`src/rtl/mfp_irq_ctrl.sv`:
```
// -----------------------------------------------------------------------------
// mfp_irq_ctrl
//   Interrupt controller stage of the MFP68901. Collects per-channel event
//   pulses (timer outputs, GPIP edges, USART events), maintains the enable,
//   pending, in-service and mask registers plus the vector register, drives
//   the CPU interrupt request and returns a vector on acknowledge.
//   16 channels; channel 15 has the highest priority. The "A" registers hold
//   channels 15..8, the "B" registers hold channels 7..0.
//
// Ports
//   CLK        system clock
//   RST_N      asynchronous active-low reset
//   REG_SEL    register select (0 IERA, 1 IERB, 2 IPRA, 3 IPRB, 4 ISRA,
//              5 ISRB, 6 IMRA, 7 IMRB, 8 VR, others unused)
//   REG_WE     one-cycle write strobe
//   DAT_I      write data
//   DAT_O      combinational read data for REG_SEL (unused selects read 0)
//   IRQ_IN     channel event inputs, rising edges become events
//   IACK       one-cycle interrupt acknowledge strobe
//   IRQ_N      registered active-low interrupt request
//   VEC_O      vector returned by the last successful acknowledge
//   VEC_VALID  one-cycle strobe, VEC_O has just been updated
//   SPURIOUS   one-cycle strobe, an acknowledge found no qualifying request
// -----------------------------------------------------------------------------
module mfp_irq_ctrl #(
  parameter logic [7:0] VR_RESET = 8'h00
) (
  input  logic        CLK,
  input  logic        RST_N,
  input  logic [3:0]  REG_SEL,
  input  logic        REG_WE,
  input  logic [7:0]  DAT_I,
  output logic [7:0]  DAT_O,
  input  logic [15:0] IRQ_IN,
  input  logic        IACK,
  output logic        IRQ_N,
  output logic [7:0]  VEC_O,
  output logic        VEC_VALID,
  output logic        SPURIOUS
);

  localparam logic [3:0] SEL_IERA = 4'd0;
  localparam logic [3:0] SEL_IERB = 4'd1;
  localparam logic [3:0] SEL_IPRA = 4'd2;
  localparam logic [3:0] SEL_IPRB = 4'd3;
  localparam logic [3:0] SEL_ISRA = 4'd4;
  localparam logic [3:0] SEL_ISRB = 4'd5;
  localparam logic [3:0] SEL_IMRA = 4'd6;
  localparam logic [3:0] SEL_IMRB = 4'd7;
  localparam logic [3:0] SEL_VR   = 4'd8;

  // Register state
  logic [15:0] ier_q, ier_d;
  logic [15:0] ipr_q, ipr_d;
  logic [15:0] isr_q, isr_d;
  logic [15:0] imr_q, imr_d;
  logic [7:0]  vr_q,  vr_d;
  logic [15:0] irq_in_q, irq_in_d;
  logic        irq_n_q, irq_n_d;
  logic [7:0]  vec_q, vec_d;
  logic        vec_valid_q, vec_valid_d;
  logic        spurious_q, spurious_d;

  // Decision signals
  logic [15:0] ev;
  logic [15:0] req;
  logic        win_found;
  logic [3:0]  win_idx;
  logic        isr_any;
  logic [3:0]  isr_top;
  logic        qualify;
  logic        ack_hit;

  assign ev  = IRQ_IN & ~irq_in_q;
  assign req = ipr_q & imr_q;

  // Highest-set-bit searches. An ascending loop lets the last (highest)
  // set bit overwrite any lower one.
  // NOTE: every always_comb output gets a default before any conditional
  // assignment; a path that leaves a signal unassigned would infer a latch.
  always_comb begin
    win_found = 1'b0;
    win_idx   = 4'd0;
    isr_any   = 1'b0;
    isr_top   = 4'd0;
    for (int i = 0; i < 16; i++) begin
      if (req[i]) begin
        win_found = 1'b1;
        win_idx   = 4'(i);
      end
      if (isr_q[i]) begin
        isr_any = 1'b1;
        isr_top = 4'(i);
      end
    end
  end

  // With software end-of-interrupt (S = 1) a request must outrank every
  // channel already in service. With S = 0 the ISR is held at zero.
  assign qualify = win_found & (~vr_q[3] | ~isr_any | (win_idx > isr_top));
  assign ack_hit = IACK & qualify;

  // Next-state: acknowledge update first, then register writes, then event
  // sets. The order of the statements is the priority order.
  // NOTE: blocking assignments in always_comb are evaluated in order, so a
  // later assignment to the same bit deliberately overrides an earlier one.
  always_comb begin
    ier_d    = ier_q;
    ipr_d    = ipr_q;
    isr_d    = isr_q;
    imr_d    = imr_q;
    vr_d     = vr_q;
    vec_d    = vec_q;
    irq_in_d = IRQ_IN;

    if (ack_hit) begin
      ipr_d[win_idx] = 1'b0;
      if (vr_q[3]) isr_d[win_idx] = 1'b1;
      vec_d = {vr_q[7:4], win_idx};
    end

    if (REG_WE) begin
      case (REG_SEL)
        SEL_IERA: begin
          ier_d[15:8] = DAT_I;
          ipr_d[15:8] = ipr_d[15:8] & DAT_I;
        end
        SEL_IERB: begin
          ier_d[7:0] = DAT_I;
          ipr_d[7:0] = ipr_d[7:0] & DAT_I;
        end
        // Pending and in-service writes can only clear bits.
        SEL_IPRA: ipr_d[15:8] = ipr_d[15:8] & DAT_I;
        SEL_IPRB: ipr_d[7:0]  = ipr_d[7:0]  & DAT_I;
        SEL_ISRA: isr_d[15:8] = isr_d[15:8] & DAT_I;
        SEL_ISRB: isr_d[7:0]  = isr_d[7:0]  & DAT_I;
        SEL_IMRA: imr_d[15:8] = DAT_I;
        SEL_IMRB: imr_d[7:0]  = DAT_I;
        SEL_VR: begin
          vr_d = DAT_I;
          if (!DAT_I[3]) isr_d = '0;
        end
        default: ;
      endcase
    end

    // A new event on an enabled channel beats any clear in the same cycle,
    // including the clear from acknowledging that very channel.
    ipr_d = ipr_d | (ev & ier_q);
  end

  // Output strobes and request, all registered.
  always_comb begin
    irq_n_d     = ~qualify;
    vec_valid_d = ack_hit;
    spurious_d  = IACK & ~qualify;
  end

  // NOTE: sequential state uses non-blocking assignments so every flop
  // samples the pre-edge values regardless of statement order.
  always_ff @(posedge CLK or negedge RST_N) begin
    if (!RST_N) begin
      ier_q       <= '0;
      ipr_q       <= '0;
      isr_q       <= '0;
      imr_q       <= '0;
      vr_q        <= VR_RESET;
      irq_in_q    <= '0;
      irq_n_q     <= 1'b1;
      vec_q       <= '0;
      vec_valid_q <= 1'b0;
      spurious_q  <= 1'b0;
    end else begin
      ier_q       <= ier_d;
      ipr_q       <= ipr_d;
      isr_q       <= isr_d;
      imr_q       <= imr_d;
      vr_q        <= vr_d;
      irq_in_q    <= irq_in_d;
      irq_n_q     <= irq_n_d;
      vec_q       <= vec_d;
      vec_valid_q <= vec_valid_d;
      spurious_q  <= spurious_d;
    end
  end

  // Register read-back
  always_comb begin
    DAT_O = 8'h00;
    case (REG_SEL)
      SEL_IERA: DAT_O = ier_q[15:8];
      SEL_IERB: DAT_O = ier_q[7:0];
      SEL_IPRA: DAT_O = ipr_q[15:8];
      SEL_IPRB: DAT_O = ipr_q[7:0];
      SEL_ISRA: DAT_O = isr_q[15:8];
      SEL_ISRB: DAT_O = isr_q[7:0];
      SEL_IMRA: DAT_O = imr_q[15:8];
      SEL_IMRB: DAT_O = imr_q[7:0];
      SEL_VR:   DAT_O = vr_q;
      default:  DAT_O = 8'h00;
    endcase
  end

  assign IRQ_N     = irq_n_q;
  assign VEC_O     = vec_q;
  assign VEC_VALID = vec_valid_q;
  assign SPURIOUS  = spurious_q;

endmodule

```
`config.mk`:
```
export PLATFORM = sky130hd
export DESIGN_NAME = mfp_irq_ctrl
export DESIGN_NICKNAME = d
export VERILOG_FILES = /design/src/rtl/mfp_irq_ctrl.sv
export SDC_FILE = /design/constraint.sdc
export NUM_CORES = 1
export LEC_CHECK = 0
export ABC_AREA = 1
export ABC_CLOCK_PERIOD_IN_PS = 4300
export BUFFER_PORTS_ARGS = -buffer_cell sky130_fd_sc_hd__buf_2
export CAP_MARGIN = 20
export CORE_ASPECT_RATIO = 0.75
export CORE_MARGIN = 2
export CORE_UTILIZATION = 50
export DETAILED_ROUTE_END_ITERATION = 8
export PLACE_DENSITY = 0.79
export SLEW_MARGIN = 40
export SYNTH_ARGS = -nofsm -noshare
export SYNTH_HDL_FRONTEND = slang
export SYNTH_SLANG_ARGS = --single-unit
export TNS_END_PERCENT = 50
```
`constraint.sdc`:
```
create_clock -name CLK -period 4.3 [get_ports CLK]
set_clock_uncertainty 0.15 [all_clocks]
set_input_delay 0.43 -clock CLK [delete_from_list [all_inputs] [get_ports CLK]]
set_output_delay 0.43 -clock CLK [all_outputs]
set_load 0.02 [all_outputs]
```
Word-level counts from Yosys, hierarchy flattened
Index checks and enable logic that the tools add are counted.
- magnitude comparators: 3
- equal/unequal tests: 8
- muxes and demuxes: 75
- bitwise logic cells: 20
- reductions and logical operators: 9
- operators with widths (kind ; number):
    $mux 4 ; 28
    $mux 16 ; 6
    $pmux 8 s9 ; 1
    $and 16x16->16 ; 4
    $mux 1 ; 35
    $and 8x8->8 ; 4
    $not 16->16 ; 2
    $or 16x16->16 ; 2
    $pmux 8 s2 ; 2
    $eq 4x3->1 const B ; 4
    $mux 8 ; 2
    $reduce_and 2->1 ; 5
    $eq 4x2->1 const B ; 2
    $lt 4x5->1 const B ; 1
    $demux 1 s4 ; 1
    $eq 4x1->1 const B ; 1
    $eq 4x4->1 const B ; 1
    $ge 4x1->1 const B ; 1
    $gt 4x4->1 ; 1
    $logic_not 4->1 ; 1
    $reduce_or 2->1 ; 2
    $and 1x1->1 ; 3
    $not 1->1 ; 3
    $or 1x1->1 ; 2
    $logic_and 1x1->1 ; 1
- register bits: 99
- bits of input ports: 32
- logic and storage cells: 127

Depth between registers and ports, before layout
- depth in word-level cells: 27
- depth in mapped cells: 31
- gate-level depth less buffers: 30

Least setup slack after synthesis
No wires, ideal clock.
- path type: reg-to-reg
- from: register imr_q[2]
- to: register isr_q[14]
- library setup time: 0.077 ns
- arrival time: 2.703 ns
- required time: 4.073 ns
- setup slack: 1.370 ns
- stages on the path, launching flop included: 31
- cell sequence: dfrtp_1 nand2_1 nand2_1 nand2_1 nand2_1 nand2_1 nand2_1 nand2_1 nand2_1 nand2_1 nand2_1 nand2_1 nand2_1 nand2_1 nand2_1 nand2_1 inv_1 ha_1 inv_1 a21oi_1 o21ai_0 o21ai_0 nand2_1 o21ai_2 or2_1 buf_6 nor2_8 inv_4 nor2_2 nand3_1 a21oi_1
- word-level cells in the longest chain between the ends: 25
- elaborated cells on any way between the ends: 45
- classes of those cells: order compare (3); mux (35); bitwise (6); reduce/logical (1)
- RTL lines (element ; line ; RTL):
    from (decl) ; 56 ; logic [15:0] imr_q, imr_d;
    from (signal assigned) ; 177 ; imr_q <= imr_d;
    $and 16x16->16 * ; 75 ; assign req = ipr_q & imr_q;
    $mux 4 (14 in a row) ; 87 ; if (req[i]) begin
    $lt 4x5->1 (implied by the code) or $ge 4x1->1 (tied branches) ; 118 ; if (vr_q[3]) isr_d[win_idx] = 1'b1;
    $logic_and 1x1->1 (implied by the code) ; 118 ;
    $mux 1 (implied by the code) ; 118 ;
    $demux 1 s4 ; 118 ;
    $or 16x16->16 (no source line) ; n/a ;
    $mux 16 ; 118 ;
    $mux 16 * ; 116 ; if (ack_hit) begin
    $mux 16 or $and 8x8->8 (tied branches) ; 141, 135 ;
    $pmux 8 s2 ; 123 ; case (REG_SEL)
    $mux 16 * ; 122 ; if (REG_WE) begin
    net isr_d[14] ; 55 ; logic [15:0] isr_q, isr_d;
    to (signal assigned) ; 176 ; isr_q <= isr_d;
    to (decl) ; 55 ;
The timed path passes the listed nets; every way through them passes the cells marked *.
A chain may end at the register's enable or synchronous reset.

Worst setup path after layout
Ends and elaborated chain as after synthesis.

==> metrics <==
Final Hold Fails=0; sequential share of power=between 30% and 40%; antenna viol nets, final=0; Final Cycle Share=87.0%; Slew headroom=between 40% and 50%; sequential-to-total area share from yosys stat=51.3%; Final TNS setup=0 ns; Clock Latency Late Sink=0.34 ns; starting density of the core=50.8%; synth top area cells=dfrtp_1 51%, nand2_1 11%, o21ai_0 6.8%; std cell rows=31; Top Ports=between 50 and 60; min cycle time layout=3.74 ns; Post-CTS Setup Bufs=0; clk sinks=a little under 100; via count=~4,700; simple-gate share of the synthesized area=a little under a quarter; ys flop type=dfrtp_1; Die ar.=10,500 µm²; cell mode on critical path=nand2_1; Register Area=2480 µm²; VDD IR max=0.000293 V; final-report setup violation count=0; mean cell area of the mapped netlist=about 8.4 µm²; Synth Area in XOR/XNOR=0%; Die Span X=117 µm; pwr dens=684 nW/µm²; Max Clock Freq=0.267 GHz; yosys warns=0; number of flops mapped to enable cells by yosys=0; Distinct cells, synth=41; CTS Buf Count=9; Clk pin slew, worst setup/hold paths=0.07 ns; Int Pwr=roughly 2.2 mW; Critical Path Source=imr_q[2]$_DFFE_PN0P_; Critical-path top delay cell=or2_2; Multi-input gate area=2070 µm²; routed wire length per instance=roughly 21 µm; Req. time, crit path=4.42 ns; first-pass GRT wire length=24,400 µm; Setup CP Type=reg2reg; DP Area=5250 µm²; fillers=844; Max-cap violations=0; Net Switching=1.61 mW; Setup crit start kind=flop; largest net degree at the start of global routing=72; min-delay src=IRQ_IN[3]; GRT Total Usage=31.4%; Starting DRT DRC Count=556; # DRC=0; Static Leak=~2.7 nW; GRT overflow=0; drt first pass iters=6; Reg-to-Reg Start=imr_q[2]$_DFFE_PN0P_; commonest non-fill, non-tap cell in the layout=nand2_1; die height=89.1 µm; adder-cell share of the synthesized area=1.04%; critical-path maximum fanout=20; outcome=complete, no violations; CP Capture Type=flop; clock buffer depth=2; mapped cell area=4830 µm²; CP peak stage delay=0.49 ns; WP data arrival=3.86 ns; Port-buffer cells=50; RSZ-0062 raised after global routing=no; logic gate share of total power=40.5%; dpl hpwl=11,600 µm; vias in the first global route=4,377; Worst-Margin Slew=about 0.8 ns; main combinational cell family by area after synthesis=simple AND/OR/NAND/NOR gates; fin. max-slew vios=0; Inserted Diodes=0; CTS tree=yes; leading area contributor after synthesis=dfrtp_1; Synth top area share=50.8%; compound-cell area share of the yosys netlist=17.9%; share of layout cells above drive strength 1=14.7%; most frequent cells in the layout=136 x nand2_1, 98 x dfrtp_1, 66 x o21ai_0, 50 x inv_1, 49 x buf_2; Async S/R FF share, synth=100%; post-route cell area=5560 µm²; FF+latch count, synth=99; mux contribution to synthesized area=0%; Core Footprint=around 9500 µm²; Root Driver=clkbuf_16; Nets=666; GPL Wtd Cong=0.951; H-tree depth=3; Post-Route WL=15,800 µm; post-CTS sizing=0; switching share of power=42.3%; area grow syn2layout=15.2%; initial antenna violation count=0; hold_buf cts=1; worst min-delay path class=in2reg; Mapped Cells=between 500 and 600; vias per cell=6.09; Clock power frac=22.0%; Post-Syn Nets=609
## critical path: cells and delay by family (launching register included)
family	cells	cell delay, ns
AO/OA/AOI/OAI	5	0.50
adder cells (fa/ha/maj)	1	0.20
buffers and inverters	3	0.28
flip-flops	1	0.40
AND/OR/NAND/NOR	20	2.14
## routing by layer
layer	up-vias	routed length (µm)	global-route usage [%]
met1	2237	6580	41.9
met2	301	6960	49.7
met5	-	0	0
met3	49	1670	7.72
li1	2071	-	-
met4	0	548	13.7
## metrics by stage
stage                     hold WS (ns)  std cells  total power, mW  utilization (%)  setup slack (ns)
after floorplan                -0.0156        573             2.43                -              1.37
after global placement           0.312        750             2.90             55.2             0.533
after detailed placement         0.318        750             2.93             55.2             0.491
after CTS                       0.0479        765             3.77             58.5             0.472
after global routing            0.0422        765             4.06             58.5             0.220
final                           0.0550        765             3.80             58.5             0.561
## cells by family (layout without fill, tap and decap cells)
group / count (synthesis) / in the layout
buffers and inverters: 70 / 130
and+or+nand+nor: 252 / 252
AOI/OAI and AO/OA: 148 / 148
adders and majority gates: 4 / 4
DFF: 99 / 99
## state kept, by name, indices dropped and copies added (netlist names)
name	cells
ier_q	16
imr_q	16
ipr_q	16
irq_in_q	16
isr_q	16
VEC_O	8
vr_q	8
IRQ_N	1
SPURIOUS	1
VEC_VALID	1
## final timing paths
kind | depth (start not counted) | endpoint | slack (ns)
min in group asynchronous | 2 | irq_in_q[12]$_DFF_PN0_ | 0.51
setup reg to reg | 29 | isr_q[14]$_DFF_PN0_ | 0.56
hold / removal | 1 | irq_in_q[3]$_DFF_PN0_ | 0.05
setup / recovery | 29 | isr_q[14]$_DFF_PN0_ | 0.56
hold reg to reg | 2 | VEC_O[7]$_DFFE_PN0N_ | 0.33
max in group asynchronous | 3 | IRQ_N$_DFF_PN1_ | 2.62
## final cells by class
type,instances,share of cell area (%)
Clock inverter,3,1.17
Clock buffer,11,4.19
Sequential cell,99,44.6
Inverter,57,3.92
Tap cell,132,2.97
Multi-Input combinational cell,404,37.3
Timing Repair Buffer,59,5.87
## power groups by stage
| stage | Clock, mW | Sequential (mW) | Combinational (mW) |
|---|---|---|---|
| global route | 0.897 | 1.46 | 1.70 |
| floorplan | 0 | 1.42 | 1.01 |
| detailed placement | 0 | 1.43 | 1.50 |
| CTS | 0.856 | 1.41 | 1.50 |
| global placement | 0 | 1.42 | 1.48 |
| finish | 0.838 | 1.42 | 1.54 |
## cells in the mapped netlist, drive strengths merged (5+ instances only)
master and number:
nand2 140, dfrtp 98, o21ai 68, inv 55, nor2 50, a21oi 34, nand3 25, nand3b 16
nand4 16, a221oi 13, a31oi 11, clkbuf 8, o22ai 8, buf 5
No activity file was read; power rests on OpenSTA's default activity.
